### config.mk
export PLATFORM = sky130hd
export DESIGN_NAME = systolic_skew_buffer
export DESIGN_NICKNAME = d
export VERILOG_FILES = /design/src/rtl/systolic_skew_buffer.sv
export SDC_FILE = /design/constraint.sdc
export NUM_CORES = 1
export LEC_CHECK = 0
export ABC_AREA = 1
export BUFFER_PORTS_ARGS = -buffer_cell sky130_fd_sc_hd__buf_2
export CAP_MARGIN = 25
export CORE_MARGIN = 8
export CORE_UTILIZATION = 35
export CTS_CLUSTER_SIZE = 16
export DETAILED_ROUTE_END_ITERATION = 10
export PLACE_DENSITY = 0.69
export SYNTH_ARGS = -nofsm -noshare
export SYNTH_HDL_FRONTEND = slang
export SYNTH_SLANG_ARGS = --single-unit
### constraint.sdc
create_clock -name clk -period 2 [get_ports clk]
set_clock_uncertainty 0.2 [all_clocks]
set_input_delay 0.3 -clock clk [delete_from_list [all_inputs] [get_ports clk]]
set_output_delay 0.3 -clock clk [all_outputs]
set_load 0.01 [all_outputs]
### src/rtl/systolic_skew_buffer.sv
// Re-times one matrix row per accept into a diagonal wavefront, lane i delayed i cycles.
// Latency: lane i shows its element for one cycle after edge t+i (lane 0 = 1 cycle).
// No backpressure: rows offered in DRAIN/DONE are dropped and flagged via sticky overflow.
module systolic_skew_buffer #(
  parameter int MATRIX_SIZE = 2,
  parameter int DATA_SIZE   = 32
) (
  input  logic                                   clk,
  input  logic                                   reset,
  input  logic                                   enable,
  input  logic                                   in_valid,
  input  logic [MATRIX_SIZE-1:0][DATA_SIZE-1:0]  row_in,
  output logic [MATRIX_SIZE-1:0][DATA_SIZE-1:0]  skew_out,
  output logic [MATRIX_SIZE-1:0]                 skew_valid,
  output logic [$clog2(MATRIX_SIZE+1)-1:0]       row_count,
  output logic                                   busy,
  output logic                                   done,
  output logic                                   overflow
);

  localparam int CW = $clog2(MATRIX_SIZE+1);
  localparam logic [CW-1:0] N_CNT = CW'(MATRIX_SIZE);

  typedef enum logic [1:0] {IDLE, LOAD, DRAIN, DONE} state_t;

  state_t        state, state_nxt;
  logic [CW-1:0] row_cnt_nxt;
  logic [CW-1:0] drain_cnt, drain_cnt_nxt;
  logic          overflow_nxt;
  logic          accept;

  assign accept = enable && in_valid && (state == IDLE || state == LOAD);
  assign busy   = (state == LOAD) || (state == DRAIN);
  assign done   = (state == DONE);

  always_ff @(posedge clk or negedge reset) begin
    if (!reset) begin
      state     <= IDLE;
      row_count <= '0;
      drain_cnt <= '0;
      overflow  <= 1'b0;
    end else begin
      state     <= state_nxt;
      row_count <= row_cnt_nxt;
      drain_cnt <= drain_cnt_nxt;
      overflow  <= overflow_nxt;
    end
  end

  always_comb begin
    state_nxt     = state;
    row_cnt_nxt   = row_count;
    drain_cnt_nxt = drain_cnt;
    overflow_nxt  = overflow;
    if (!enable) begin
      state_nxt     = IDLE;
      row_cnt_nxt   = '0;
      drain_cnt_nxt = '0;
      overflow_nxt  = 1'b0;
    end else begin
      if (in_valid && (state == DRAIN || state == DONE))
        overflow_nxt = 1'b1;
      case (state)
        IDLE, LOAD: begin
          if (in_valid) begin
            if (row_count != N_CNT)
              row_cnt_nxt = row_count + 1'b1;
            // The Nth accept (the first one when N=1) starts the drain directly.
            if (row_cnt_nxt == N_CNT) begin
              state_nxt     = DRAIN;
              drain_cnt_nxt = '0;
            end else begin
              state_nxt = LOAD;
            end
          end
        end
        DRAIN: begin
          drain_cnt_nxt = drain_cnt + 1'b1;
          if (drain_cnt_nxt == N_CNT)
            state_nxt = DONE;
        end
        DONE:    state_nxt = DONE;
        default: state_nxt = IDLE;
      endcase
    end
  end

  for (genvar i = 0; i < MATRIX_SIZE; i++) begin : g_lane
    logic [i:0]                vld_q;
    logic [i:0][DATA_SIZE-1:0] dat_q;

    // Bubbles carry zero data so the array sees clean padding.
    always_ff @(posedge clk or negedge reset) begin
      if (!reset) begin
        vld_q <= '0;
        dat_q <= '0;
      end else if (!enable) begin
        vld_q <= '0;
        dat_q <= '0;
      end else begin
        vld_q[0] <= accept;
        dat_q[0] <= accept ? row_in[i] : '0;
        for (int s = 1; s <= i; s++) begin
          vld_q[s] <= vld_q[s-1];
          dat_q[s] <= dat_q[s-1];
        end
      end
    end

    assign skew_out[i]   = dat_q[i];
    assign skew_valid[i] = vld_q[i];
  end

endmodule

======== After elaboration in Yosys (flattened, before gate mapping) ========
Index checks and enable logic that the tools add are counted.
storage, ports and cells
  RAM bits ................................ 0
  input port bits ......................... 68
  latch bits .............................. 0
  memories kept ........................... 0
  memory bits (read-only) ................. 0
  register bits ........................... 106
cells by class
  bitwise logic cells ..................... 0
  reduce and logical (&&, ||, !) cells .... 11
  shifts and indexed selects .............. 0
  add/subtract/negate cells ............... 2
  equality and inequality tests ........... 13
  multiplexer cells ....................... 24
  $lt $le $gt $ge ......................... 0
  divide/modulo/power cells ............... 0
  multiply operators ...................... 0
operators with widths
  operator             number
  $mux 32              3
  $mux 64              1
  $mux 2               15
  $eq 2x2->1 const B   4
  $ne 2x1->1 const B   3
  $ne 3x3->1 const B   2
  $pmux 2 s3           1
  $add 2x1->2 const B  2
  $pmux 2 s2           1
  $reduce_and 2->1     2
  $logic_and 1x1->1    3
  $logic_or 1x1->1     3
  $mux 1               3
  $ne 3x1->1 const B   1
  $ne 3x2->1 const B   1
  $reduce_and 3->1     1
  $eq 2x1->1 const B   1
  $logic_not 2->1      1
  $ne 2x2->1 const B   1
  $reduce_or 2->1      1

======== Logic depth before layout (Yosys ltp) ========
Gate-level depths: netlist of the first run.
  word-level depth ........................ 10
  depth in mapped cells ................... 8

======== Worst setup path before layout of the first run ========
OpenSTA, ideal clock, no wires.
  kind .................................... register to register
  start ................................... reg state[1]
  end ..................................... reg g_lane[1].vld_q[0]
  slack ................................... 0.515 ns
  required time ........................... 1.682 ns
  path buffers ............................ 2
  arrival ................................. 1.167 ns
  library setup time ...................... 0.118 ns
  cell stages (with the launch flop) ...... 9
  cells stage by stage .................... dfrtp_1 > inv_1 > ha_1 > inv_1 > nand2_2 > nand3_1 > buf_4 > buf_6 > inv_1
on the way
  cells in the longest elaborated chain, start to end .. 4
  elaborated cells between the ends (all ways) .. 5
  those cells by class .................... eq/ne: 1; mux: 1; reduce/logical: 3
ends and longest elaborated chain
  element                                               line  text
  start: declaration                                    26    state_t state, state_nxt;
  start signal: assignment                              43    state <= state_nxt;
  $eq 2x1->1 / $logic_not 2->1 (equally long branches)  32    assign accept = enable && in_valid && (state == IDLE || state == LOAD);
  $logic_or 1x1->1 *                                    32
  $logic_and 1x1->1 *                                   32
  $mux 2 *                                              97    end else if (!enable) begin
  end signal: assignment                                101   vld_q[0] <= accept;
  end signal: indexed assignment                        104   vld_q[s] <= vld_q[s-1];
  end: declaration                                      89    logic [i:0] vld_q;
Mark *: on every way between the ends. The rest lies on a longest branch, timed or not.
A chain may end at the register's enable or synchronous reset.

======== Worst setup path in the final report of the first run ========
  start ................................... reg state[1]
  end ..................................... out busy
on the way
  cells in the longest elaborated chain, start to end .. 2
  elaborated cells between the ends (all ways) .. 3
  those cells by class .................... eq/ne: 2; reduce/logical: 1
ends and longest elaborated chain
  element                                          line  text
  $eq 2x1->1 / $eq 2x2->1 (equally long branches)  33    assign busy = (state == LOAD) || (state == DRAIN);
  $logic_or 1x1->1 *                               33
  end: declaration                                 16    output logic busy,
Marked as above.

==> results.yml, run 1 <==
clocking:
  root_buffer: "clkbuf_16"
  hold_buffers: 65
  cts_setup_buffers: 0
  path_clk_slew_ps: 70
  cts_max_level: 3
  numClockSinks: 105
  numCtsBuffers: 9
  clockBufferDepth: 2
  insertion_delay_ps: 340
  cts_tree: "built"
  post_cts_resized: 0
logic_synthesis:
  netlist_area_sq_mm: 0.00410
  syn_nets: 472
  avgSynthCellArea_sq_um: 10.3
  synth_warnings: 0
  synthCells: 398
  synth-seq-cells: 105
  yosysUniqueCellTypes: 15
  ys_seq_area_frac: 0.641
timing:
  setup_violations: 0
  max_freq_mhz: 572
  fin_crit_ps: 1750
  slew_headroom: 0.639
  hold_ws_ps: 112
  worst_pin_slew_ps: 542
  hold_viol_final: 0
  rsz0062_at_grt: "no"
  finalMaxSlewViolations: 0
  finalSetupTns_ps: 0
  fin_crit_sh: 0.875
grt:
  grt_pass1_vias: 3231
  grt_max_degree: 106
  grtUsageTotal: 0.126
  grt_overflow_total: 0
  grt_pass1_wl_um: 15800
  antenna_found_initial: 0
power_and_ir_drop:
  power_density_mw_per_mm2: 939
  ir_worst_vdd_uv: 492
  power_uw: 5320
  leakagePower_uw: 0.00351
place:
  post-place-cells: 639
  post_dp_cell_area_sq_mm: 0.00470
  dpl.hpwl_um: 5960
  io_buffers: 138
  place.gp.congestion: 0.632
finish:
  drive_above_1_share: 0.362
  insertedDiodeCount: 0
  final_cells: 720
  nNetsFinal: 646
  final_common_cell: "buf_2"
  syn2layout_area_growth_pct: 38.3
  fillers: 1029
  most-common-layout-cells: "137 x buf_2, 108 x inv_1, 105 x dfrtp_1, 65 x dlygate4sd3_1, 49 x nor2_2"
  final_area_sq_mm: 0.00567
floorplan:
  die_y_um: 124
  coreArea_sq_mm: 0.0114
  dieArea_sq_mm: 0.0154
  die_w_um: 124
  ios: 139
  initial_core_util: 0.359
  rows: 39
worst_setup_path:
  crit_buf_inv: 2
  cp_top_family: "flip-flops"
  slowest_delay_ps: 400
  required_ps: 1500
  timing.rr.start: "state[1]"
  critPathArrivalTime_ps: 1250
  worstPathMaxFanout: 4
  worst_setup_path_start_kind: "register"
  critPathCaptureType: "primary output"
  critPathKind: "register to primary output"
  startpoint: "state[1]"
  cp_slowest_cell: "dfrtp_1"
  crit_path_cell_trace: "inv_1, ha_1, buf_2"
route:
  vias_per_cell: 3.96
  drt_iter0_markers: 189
  first_pass_iters: 4
  routed_wl_um: 9300
  drc: 0
  ant_nets: 0
  wire_per_inst_um: 12.9
  vias: 2848
min_path:
  worstHoldStart: "enable"
  hold_class: "primary input to register"
outcome:
  outcome: "finished clean"
flow_run:
  drv_cap: 0
[through the flow]
step | setup WS [ps] | utilization
5_1_grt | 180 | 0.496
3_3_place_gp | 469 | 0.411
3_5_place_dp | 381 | 0.411
4_1_cts | 232 | 0.496
6_report | 250 | 0.496
2_1_floorplan | 515 | -
[where the power goes]
group	switching [uW]	total (uW)	internal [uW]	leakage [uW]
logic	642	1080	438	0.00193
registers	81.1	2430	2350	0.00144
clock network	735	1810	1070	0.000151
total	1460	5320	3860	0.00351
[cells in the mapped netlist (all sizes together)]
library cell,n,area share
a21oi,2,0.0024
buf,44,0.083
dfrtp,105,0.64
ha,6,0.018
inv,108,0.099
nand2,45,0.042
nand3,4,0.0049
nand4,2,0.0031
nor2,77,0.10
o21ai,5,0.0061
[layout make-up]
| cell class | instances | area [sq um] | share of cell area |
|---|---|---|---|
| repair buffers | 207 | 1400 | 0.247 |
| clock inverters | 4 | 50.0 | 0.00883 |
| multi-input cells | 141 | 738 | 0.130 |
| clock buffers | 12 | 267 | 0.0470 |
| inverters | 108 | 405 | 0.0716 |
| well taps | 143 | 179 | 0.0316 |
| flip-flops and latches | 105 | 2630 | 0.464 |
[final timing paths]
path | end | slack, ps | depth (start not counted)
setup reg to reg | g_lane[0].dat_q[31] | 350 | 7
min in group asynchronous | g_lane[0].dat_q[9] | 380 | 3
setup / recovery | busy | 250 | 3
max in group asynchronous | g_lane[1].dat_q[18] | 810 | 3
hold / removal | skew_out[59] | 110 | 3
hold reg to reg | skew_out[59] | 230 | 2
[flip-flops by register name (all words and copies together), names as in the netlist]
register and cells:
g_lane.dat_q 64, skew_out 32, drain_cnt 2, g_lane.vld_q 2, row_count 2, state 2, overflow 1
[layer usage]
layer  share of wire  wire length (um)  track usage
met1            0.37              3480        0.123
met2            0.52              4840        0.223
met3           0.083               774       0.0562
met4           0.022               208       0.0588
met5               0                 0            0
[cell families (layout without fill, tap and decap cells)]
| logic type | count (synthesis) | in the layout | synth area share |
|---|---|---|---|
| flops | 105 | 105 | 0.641 |
| buf+inv | 152 | 331 | 0.182 |
| simple gates | 128 | 128 | 0.150 |
| fa+ha+maj | 6 | 6 | 0.0183 |
| compound gates | 7 | 7 | 0.00855 |
[worst register-to-register path: stages, from the launching register on]
cell and delay (ps):
dfrtp_1 400, inv_1 90, ha_1 210, inv_1 80, nand2_2 80, nand3_4 80
buf_12 280, nor2_1 110
No activity file was read; power rests on OpenSTA's default activity.
==> inputs of run 2 (changes only) <==
Clock period 2 ns to 2.2 ns, I/O delays scaled along.
==> results.yml, run 2 (synthesis gave the netlist of run 1 again) <==
floorplan:
  initial_core_util: 0.359
  dieArea_sq_mm: 0.0154
  die_w_um: 124
  coreArea_sq_mm: 0.0114
  die_y_um: 124
  rows: 39
  ios: 139
worst_setup_path:
  worst_setup_path_start_kind: "register"
  required_ps: 2270
  critPathKind: "register to register"
  critPathCaptureType: "register"
  worstPathMaxFanout: 25
  critPathArrivalTime_ps: 1870
grt:
  grt_overflow_total: 0
  antenna_found_initial: 0
  grt_pass1_vias: 3068
  grt_pass1_wl_um: 15200
  grtUsageTotal: 0.123
  grt_max_degree: 106
power_and_ir_drop:
  power_density_mw_per_mm2: 877
  leakagePower_uw: 0.00348
  ir_worst_vdd_uv: 513
  power_uw: 4880
finish:
  syn2layout_area_growth_pct: 35.8
  drive_above_1_share: 0.368
  final_common_cell: "buf_2"
  insertedDiodeCount: 0
  largest-register: "g_lane.dat_q"
  nNetsFinal: 634
  most-common-layout-cells: "137 x buf_2, 108 x inv_1, 105 x dfrtp_1, 53 x dlygate4sd3_1, 49 x nor2_2"
  final_cells: 708
  largest_register_ffs: 64
clocking:
  cts_tree: "built"
  numClockSinks: 105
  cts_max_level: 3
  root_buffer: "clkbuf_16"
  clockBufferDepth: 2
  post_cts_resized: 0
  path_clk_slew_ps: 70
  insertion_delay_ps: 340
  numCtsBuffers: 9
timing:
  max_freq_mhz: 555
  worst_pin_slew_ps: 547
  setup_violations: 0
  fin_crit_ps: 1800
  rsz0062_at_grt: "no"
  hold_viol_final: 0
  fin_crit_sh: 0.819
  finalMaxSlewViolations: 0
  slew_headroom: 0.636
  finalSetupTns_ps: 0
route:
  drt_iter0_markers: 163
  routed_wl_um: 9060
  first_pass_iters: 4
  wire_per_inst_um: 12.8
  drc: 0
  ant_nets: 0
  vias: 2772
  vias_per_cell: 3.92
place:
  place.gp.congestion: 0.651
  post-place-cells: 639
  io_buffers: 138
  dpl.hpwl_um: 6020
outcome:
  outcome: "finished clean"
min_path:
  hold_class: "primary input to register"
flow_run:
  drv_cap: 0
[run 2: changes by cell type in the layout (fill, tap and decap cells not counted)]
cell / previous run / this run
dlygate4sd3_1: 65 / 53
clkbuf_8: 3 / 1
clkinvlp_4: 2 / 0
buf_12: 2 / 3
buf_4: 3 / 2
bufinv_16: 1 / 2
clkbuf_1: 0 / 1
clkinv_2: 1 / 2
clkinv_4: 0 / 1
[run 2: worst paths after layout]
path	to	cells after the start	slack [ps]	startpoint
setup / recovery	g_lane[0].dat_q[18]	7	400	state[1]
hold / removal	g_lane[1].dat_q[2]	3	10	row_in[34]
setup reg to reg	g_lane[0].dat_q[18]	7	400	state[1]
hold reg to reg	skew_out[40]	2	230	g_lane[1].dat_q[8]
max in group asynchronous	skew_out[42]	3	990	reset
min in group asynchronous	skew_out[38]	3	380	reset
[run 2: where the power goes]
group	leakage [uW]	internal (uW)	switching (uW)	total, uW
sequential	0.00144	2140	74.4	2210
combinational	0.00188	394	574	967
clock	0.000159	1030	673	1700
total	0.00348	3560	1320	4880
[run 2: through the flow]
step / utilization / hold WS [ps] / cell area (sq um) / worst slack [ps]
CTS: 0.487 / 0.182 / 5560 / 364
finish: 0.487 / 13.7 / 5560 / 398
floorplan: - / -166 / 4100 / 715
global route: 0.487 / 6.56 / 5560 / 255
detailed placement: 0.413 / 218 / 4710 / 379
global placement: 0.413 / 216 / 4710 / 481
[run 2: critical path: stages, from the launching register on]
cell     delay [ps]
dfrtp_1         410
inv_1           110
ha_1            180
inv_1            50
nand2_2         100
nand3_4         270
buf_12          280
nor2_1          120
[run 2: repair_timing]
item / in CTS / in global routing
setup endpoints to repair: 0 / 0
hold endpoints to repair: 157 / 0
buffers inserted: 0 / 0
hold buffers: 53 / 0
[run 2: final cells by class]
class,instances,area [sq um]
Inverter,108,405
Clock buffer,11,243
Multi-Input combinational cell,141,738
Fill cell,1050,5860
Timing Repair Buffer,195,1290
Tap cell,143,179
Sequential cell,105,2630
Clock inverter,5,78.8
[run 2: metal layers]
layer / up-vias / GRT usage / share of wire
li1: 1392 / - / -
met1: 1278 / 0.122 / 0.37
met2: 91 / 0.221 / 0.54
met3: 11 / 0.0506 / 0.077
met4: 0 / 0.0517 / 0.017
met5: - / 0 / 0
